==> src/rtl/adc_ch_sched.sv <==
// Round-robin channel scheduler for the EG4S20 ADC macro: selects each enabled
// channel, settles, starts a conversion and stores the result in a per-channel bank.
module adc_ch_sched #(
  parameter int SETTLE_CYC  = 4,
  parameter int TIMEOUT_CYC = 255
) (
  input  logic        CLK_IN,
  input  logic        XRES_IN,
  input  logic        EN,
  input  logic [7:0]  CH_MASK,
  output logic [2:0]  ADC_CH,
  output logic        ADC_SOC,
  input  logic        ADC_EOC,
  input  logic [11:0] ADC_DATA,
  input  logic [2:0]  RD_CH,
  input  logic        RD_STB,
  output logic [11:0] RD_DATA,
  output logic [7:0]  FRESH,
  output logic        CONV_DONE,
  output logic        ERR,
  output logic [2:0]  ERR_CH,
  input  logic        ERR_CLR,
  output logic        BUSY
);

  typedef enum logic [1:0] {
    IDLE     = 2'd0,
    SELECT   = 2'd1,
    START    = 2'd2,
    WAIT_EOC = 2'd3
  } state_t;

  localparam logic [7:0] SETTLE_LOAD = 8'(SETTLE_CYC - 1);
  localparam logic [7:0] TMO_LAST    = 8'(TIMEOUT_CYC - 1);

  state_t      state_r;
  logic [2:0]  ch_r;
  logic [2:0]  last_ch_r;
  logic [2:0]  err_ch_r;
  logic [7:0]  settle_r;
  logic [7:0]  tmo_r;
  logic [7:0]  fresh_r;
  logic        soc_r;
  logic        conv_done_r;
  logic        err_r;
  logic        busy_r;
  logic [11:0] result_r [0:7];

  logic        scan_ok_s;
  logic        tmo_hit_s;
  logic [2:0]  next_ch_s;

  // Circular search upward from the last channel; a lone bit finds itself at i=8.
  function automatic logic [2:0] next_ch_f(input logic [7:0] mask, input logic [2:0] last);
    logic [2:0] idx;
    logic       found;
    next_ch_f = last;
    found     = 1'b0;
    for (int i = 1; i <= 8; i++) begin
      idx = last + 3'(i);
      if (!found && mask[idx]) begin
        next_ch_f = idx;
        found     = 1'b1;
      end
    end
  endfunction

  assign scan_ok_s = EN && (CH_MASK != 8'h00);
  assign next_ch_s = next_ch_f(CH_MASK, last_ch_r);
  assign tmo_hit_s = (tmo_r == TMO_LAST);

  assign ADC_CH    = ch_r;
  assign ADC_SOC   = soc_r;
  assign FRESH     = fresh_r;
  assign CONV_DONE = conv_done_r;
  assign ERR       = err_r;
  assign ERR_CH    = err_ch_r;
  assign BUSY      = busy_r;
  assign RD_DATA   = result_r[RD_CH];

  // Scheduler FSM, result bank and status flags.
  always_ff @(posedge CLK_IN or negedge XRES_IN) begin
    if (!XRES_IN) begin
      state_r     <= IDLE;
      ch_r        <= 3'd0;
      last_ch_r   <= 3'd7;
      err_ch_r    <= 3'd0;
      settle_r    <= 8'd0;
      tmo_r       <= 8'd0;
      fresh_r     <= 8'h00;
      soc_r       <= 1'b0;
      conv_done_r <= 1'b0;
      err_r       <= 1'b0;
      busy_r      <= 1'b0;
      for (int i = 0; i < 8; i++) begin
        result_r[i] <= 12'h000;
      end
    end else begin
      soc_r       <= 1'b0;
      conv_done_r <= 1'b0;
      // Clears come first so a coincident store or timeout below overrides them.
      if (RD_STB) begin
        fresh_r[RD_CH] <= 1'b0;
      end
      if (ERR_CLR) begin
        err_r <= 1'b0;
      end
      case (state_r)
        IDLE: begin
          if (scan_ok_s) begin
            state_r   <= SELECT;
            ch_r      <= next_ch_s;
            last_ch_r <= next_ch_s;
            settle_r  <= SETTLE_LOAD;
            busy_r    <= 1'b1;
          end else begin
            busy_r    <= 1'b0;
          end
        end
        SELECT: begin
          if (settle_r == 8'd0) begin
            state_r <= START;
            soc_r   <= 1'b1;
          end else begin
            settle_r <= settle_r - 8'd1;
          end
        end
        START: begin
          state_r <= WAIT_EOC;
          tmo_r   <= 8'd0;
        end
        WAIT_EOC: begin
          if (ADC_EOC || tmo_hit_s) begin
            if (ADC_EOC) begin
              result_r[ch_r] <= ADC_DATA;
              fresh_r[ch_r]  <= 1'b1;
              conv_done_r    <= 1'b1;
            end else begin
              err_r    <= 1'b1;
              err_ch_r <= ch_r;
            end
            if (scan_ok_s) begin
              state_r   <= SELECT;
              ch_r      <= next_ch_s;
              last_ch_r <= next_ch_s;
              settle_r  <= SETTLE_LOAD;
            end else begin
              state_r <= IDLE;
              busy_r  <= 1'b0;
            end
          end else begin
            tmo_r <= tmo_r + 8'd1;
          end
        end
        default: begin
          state_r <= IDLE;
          busy_r  <= 1'b0;
        end
      endcase
    end
  end

endmodule
==> config.mk <==
export PLATFORM = sky130hd
export DESIGN_NAME = adc_ch_sched
export DESIGN_NICKNAME = d
export VERILOG_FILES = /design/src/rtl/adc_ch_sched.sv
export SDC_FILE = /design/constraint.sdc
export NUM_CORES = 1
export LEC_CHECK = 0
export ABC_AREA = 0
export CAP_MARGIN = 20
export CORE_MARGIN = 5
export CORE_UTILIZATION = 63
export DETAILED_ROUTE_END_ITERATION = 10
export PLACE_DENSITY = 0.93
export SLEW_MARGIN = 5
export SYNTH_ARGS = -nofsm -noshare
export SYNTH_HDL_FRONTEND = slang
export SYNTH_SLANG_ARGS = --single-unit
==> constraint.sdc <==
create_clock -name CLK_IN -period 6.6 [get_ports CLK_IN]
set_clock_uncertainty 0.15 [all_clocks]
set_input_delay 0.66 -clock CLK_IN [delete_from_list [all_inputs] [get_ports CLK_IN]]
set_output_delay 0.66 -clock CLK_IN [all_outputs]
set_load 0.01 [all_outputs]
Word level (Yosys, flattened, before mapping). Index checks and enable logic that the tools add are counted.

$lt $le $gt $ge: 15. Add/sub/neg operators: 9. Bitwise operators: 6. Muxes and demuxes: 75. Reductions and logical operators: 32. Equal/unequal tests: 10.

Operator list (number): 96-bit bitwise mux (1); 8-bit two-way mux (8); 3-bit by 4-bit < comparator with 1-bit output (second input constant) (10); 12-bit binary-select mux with 3-bit select (1); 12-bit demux with 3-bit select (1); 12-bit two-way mux (3); 3-bit two-way mux (12); 1-bit two-way mux (30); 1-bit binary-select mux with 3-bit select (8); 8-bit case mux with 3 select lines (1); 8-bit case mux with 2 select lines (1); 3-bit AND reduction (5); 3-bit adder (second input constant) (4); 2-bit != test (second input constant) (6); 3-bit case mux with 2 select lines (2); 1-bit logical AND (11); 8-bit by 1-bit adder with 8-bit output (second input constant) (1); 8-bit AND (1); 8-bit equality test (second input constant) (1); 4-bit greater-or-equal comparator (second input constant) (2); 8-bit logical NOT (1); 3-bit inverter with 4-bit output (2); 8-bit inverter (1); 8-bit OR (1); 19 further kinds (33).

Output and inout port bits: 30. Input port bits: 29. Logic and storage cells: 166. Register bits: 135.

Longest topological paths before layout.
Word-level depth: 28. Gate-level depth with buffers: 12. Depth with buffers taken out: 9.

Worst setup path before layout. Ideal clock, no wire load.

Kind: register -> register. Start: register last_ch_r[1]. End: register ch_r[1], in the netlist ADC_CH[1]. Path buffers: 3. Period minus slack after synthesis: 3131 ps. Stages on the path, launching flop included: 13. Library setup time: 146 ps. Slack: 3469 ps. Required time: 6304 ps. Arrival time: 2835 ps. Path through: dfstp_2 buf_2 clkbuf_8 inv_1 ha_1 clkbuf_8 mux4_2 mux2_4 nand3b_4 o311ai_1 a311o_1 o2111ai_2 o211ai_1.

Longest elaborated chain between the ends: 28. Elaborated cells between the ends (all ways): 55. Those cells by class: add/sub (7); mux (34); reduce/logical (14).

RTL lines: from (decl) (RTL line 38) `logic [2:0] last_ch_r;`; from (signal assigned) (RTL line 113) `last_ch_r <= next_ch_s;`; from (signal assigned) (RTL line 145) `last_ch_r <= next_ch_s;`; 3-bit by 1-bit adder with 3-bit output (RTL line 60) `idx = last + 3'(i);`; 1-bit binary-select mux with 3-bit select (RTL line 61) `if (!found && mask[idx]) begin`; 1-bit two-way mux (implied by the code) (RTL line 61); 1-bit two-way mux (RTL line 61); 1-bit logical NOT (RTL line 61); 1-bit logical AND (RTL line 61); 1-bit two-way mux (RTL line 61); 1-bit logical NOT (RTL line 61); [12 not listed]; 1-bit logical AND (RTL line 61); 1-bit two-way mux (RTL line 61); 1-bit logical NOT (RTL line 61); 1-bit logical AND (RTL line 61); 3-bit two-way mux (*) (RTL line 61); 3-bit two-way mux (*) (RTL line 110, 142); 3-bit two-way mux (RTL line 133) `if (ADC_EOC || tmo_hit_s) begin`; 3-bit case mux with 2 select lines (*) (RTL line 108) `case (state_r)`; to (signal assigned) (RTL line 112) `ch_r <= next_ch_s;`; to (signal assigned) (RTL line 144) `ch_r <= next_ch_s;`; to (decl) (RTL line 37) `logic [2:0] ch_r;`.

Every way passes the cells marked *; elsewhere a longest branch is shown, timed or not. The select of a mux whose other input is x is not followed. A chain may end at the register's enable or synchronous reset.

Final worst setup path.
Start: input port RD_CH[2]. End: output port RD_DATA[10].

Longest elaborated chain between the ends: 4.

RTL lines: from (decl) (RTL line 15) `input logic [2:0] RD_CH,`; 3-bit inverter with 4-bit output (implied by the code) (RTL line 79) `assign RD_DATA = result_r[RD_CH];`; 12-bit binary-select mux with 3-bit select (RTL line 79); 12-bit two-way mux (implied by the code) (2 in a row) (RTL line 79); to (decl) (RTL line 17) `output logic [11:0] RD_DATA,`.

No other way between the ends. The select of a mux whose other input is x is not followed.

==> metrics.yaml <==
cts:
  cts_root_buffer: "clkbuf_8"
  cts-resized-gates: 0
  cts_tree: "done"
  insertion_delay_ps: 530
  clkTransAtPathRegs_ps: 60
  cts.hold.buffers_added: 0
  cts_sinks: 135
  numCtsBuffers: 17
  htree_levels: 4
  cts_setup_buffers: 0
  clock_tree.buffer_depth: 2
yosys:
  netlist_area_um2: 7010
  syn_area_per_cell_um2: 13.5
  ys_types: 61
  netlist_instances: 520
  yosysWarnings: 0
  async_reset_ff_share_pct: 100
  synth_edf_count: 0
  synth-seq-cells: 135
  yosysSeqAreaShare_pct: 48.2
  synth_nets: 560
  synthFlopType: "dfrtp_1"
global_route:
  gr-usage-met2_pct: 43.4
  grt_pass1_wl_um: 25500
  grt_pass1_vias: 4979
  grt-ovfl-total: 0
  top_usage_layer: "met2"
  grt_usage_pct: 24.8
  grt_use_met1_pct: 30.7
  antenna_found_initial: 0
  grt_max_degree: 79
  globalRouteMet3Util_pct: 4.86
worst_hold_path:
  hold_class: "in -> async"
finish:
  multi_input_area_um2: 3450
  seqCellArea_um2: 3380
  drive_above_1_share_pct: 33.3
  synthToLayoutAreaGrowth_pct: 18.3
  nFillCells: 628
  antenna_cells: 0
  final_design_area_no_fill_um2: 8290
  layout.nets: 621
floorplan:
  core_um2: 10900
  rows: 38
  start_util_pct: 64.4
  die-area_um2: 13300
  die_x_um: 115
  fp.dieH_um: 115
  io_pins: 59
worst_setup_path:
  crit_buf_inv: 2
  worstPathRequired_ps: 5790
  cp_top_family: "buffers and inverters"
  critPathMaxFanout: 15
  cp-start-kind: "primary input"
  criticalPathCategory: "in -> out"
  endpoint_kind: "output port"
  slowest_delay_ps: 1030
  crit_path_cell_trace: "clkdlybuf4s50_1 > mux4_2 > mux2_2 > clkdlybuf4s50_1"
  worstPathArrival_ps: 2870
  path_common_cell: "clkdlybuf4s50_1"
  cp_slowest_cell: "clkdlybuf4s50_1"
sta:
  finalSetupViolCount: 0
  timing.slew.headroom_pct: 37.1
  final_max_slew_viol_count: 0
  fin_crit_sh_pct: 55.7
  fin_tns_setup_ps: 0
  worstMarginPinSlew_ps: 944
  finalHoldViolations: 0
  fmax_mhz: 272
  fin_crit_ps: 3680
  rsz0062_at_grt: "no"
outcome:
  status: "complete, no violations"
drt:
  drc: 0
  drt_pass1_iterations: 6
  ant_nets: 0
  vias_per_cell: 6.26
  drt_first_iter_violations: 288
  wire_per_inst_um: 20.8
  wl_um: 15300
  vias: 4595
power:
  p_per_area_nw_per_um2: 457
  ir_drop_uv: 274
  p_leak_nw: 3.67
placement:
  place.port_buffers: 58
  globalplace.congestion: 0.930
  dpl.hpwl_um: 9850
  post_dp_cell_area_um2: 7690
flow_run:
  maxCapViolations: 0
## placed cells by master (no fill, tap or decap), types with 3 or more instances in the layout
cell type        count
dfrtp_1            132
mux2_2             115
clkdlybuf4s50_1     56
o21ai_0             32
mux4_2              28
nand2_1             26
nor2_1              22
clkbuf_16           16
nand2b_1            14
inv_1               12
ha_1                11
buf_4                9
mux4_1               8
xor2_1               8
nand3_1              7
a21oi_1              6
nor4_1               5
nor3_1               5
inv_6                5
and3_1               4
or3_1                3
nand4_1              3
mux2i_4              3
o211ai_1             3
xnor2_1              3
bufinv_16            3
clkinv_4             3
dfstp_2              3
## cells by family (layout without fill, tap and decap cells)
logic type	count (synthesis)	count (layout)	share of synthesized area, %
buffers and inverters	36	110	2.52
XOR/XNOR	11	11	1.37
AND/OR/NAND/NOR	101	101	7.57
AO/OA/AOI/OAI	68	68	6.25
flip-flops	135	135	48.2
multiplexers	158	158	32.1
adder cells (fa/ha/maj)	11	11	1.96
## worst paths after layout
kind | startpoint | end | slack, ps | cells after the start
max | RD_CH[2] | RD_DATA[10] | 2920 | 4
min | XRES_IN | result_r[58] | 50 | 1
max reg2reg | last_ch_r[1] | ADC_CH[2] | 3050 | 9
min reg2reg | result_r[68] | result_r[68] | 350 | 1
max in group asynchronous | XRES_IN | result_r[51] | 4850 | 2
min in group CLK_IN | result_r[68] | result_r[68] | 350 | 1
## state kept, by name, summed over array words and instances (netlist names)
signal / cells
ADC_CH: 3
ERR: 1
BUSY: 1
ADC_SOC: 1
ERR_CH: 3
FRESH: 8
state_r: 2
CONV_DONE: 1
tmo_r: 8
result_r: 96
last_ch_r: 3
settle_r: 8
## cell type report
type                            count  share of cell area (%)
Multi-Input combinational cell    349                    41.6
Sequential cell                   135                    40.8
Timing Repair Buffer               66                    7.63
Clock buffer                       17                    4.99
Clock inverter                     15                    2.31
Tap cell                          140                    2.11
Inverter                           12                   0.543
## per-layer routing
metal / vias to the layer above / share of wire [%]
li1: 2078 / -
met1: 2366 / 41
met2: 123 / 53
met3: 28 / 4.4
met4: 0 / 1.7
met5: - / 0
## synth_stat cells (7+ instances only)
cell,count,area [um^2]
dfrtp_1,132,3300
mux2_2,115,1290
o21ai_0,32,160
mux4_2,28,631
nand2_1,26,97.6
nor2_1,22,82.6
nand2b_1,14,87.6
inv_1,12,45.0
clkbuf_1,11,41.3
ha_1,11,138
mux4_1,8,210
xor2_1,8,70.1
nand3_1,7,35.0
## power breakdown
| part | internal [W] | switching [W] | total [W] |
|---|---|---|---|
| logic | 0.000796 | 0.000646 | 0.00144 |
| clock network | 0.000585 | 0.000374 | 0.000959 |
| registers | 0.00114 | 0.000243 | 0.00139 |
## metrics by stage
step           setup WS, ps  util [%]  power, W  cells  hold slack [ps]
4_1_cts                2940      76.2   0.00380    734             51.2
3_5_place_dp           2940      70.6   0.00281    702              341
2_1_floorplan          3470         -   0.00240    520              214
3_3_place_gp           2970      70.6   0.00270    702              330
6_report               2920      76.2   0.00379    734             48.5
5_1_grt                2840      76.2   0.00400    734             91.7
Note: power is estimated with default switching activity, not from simulation.
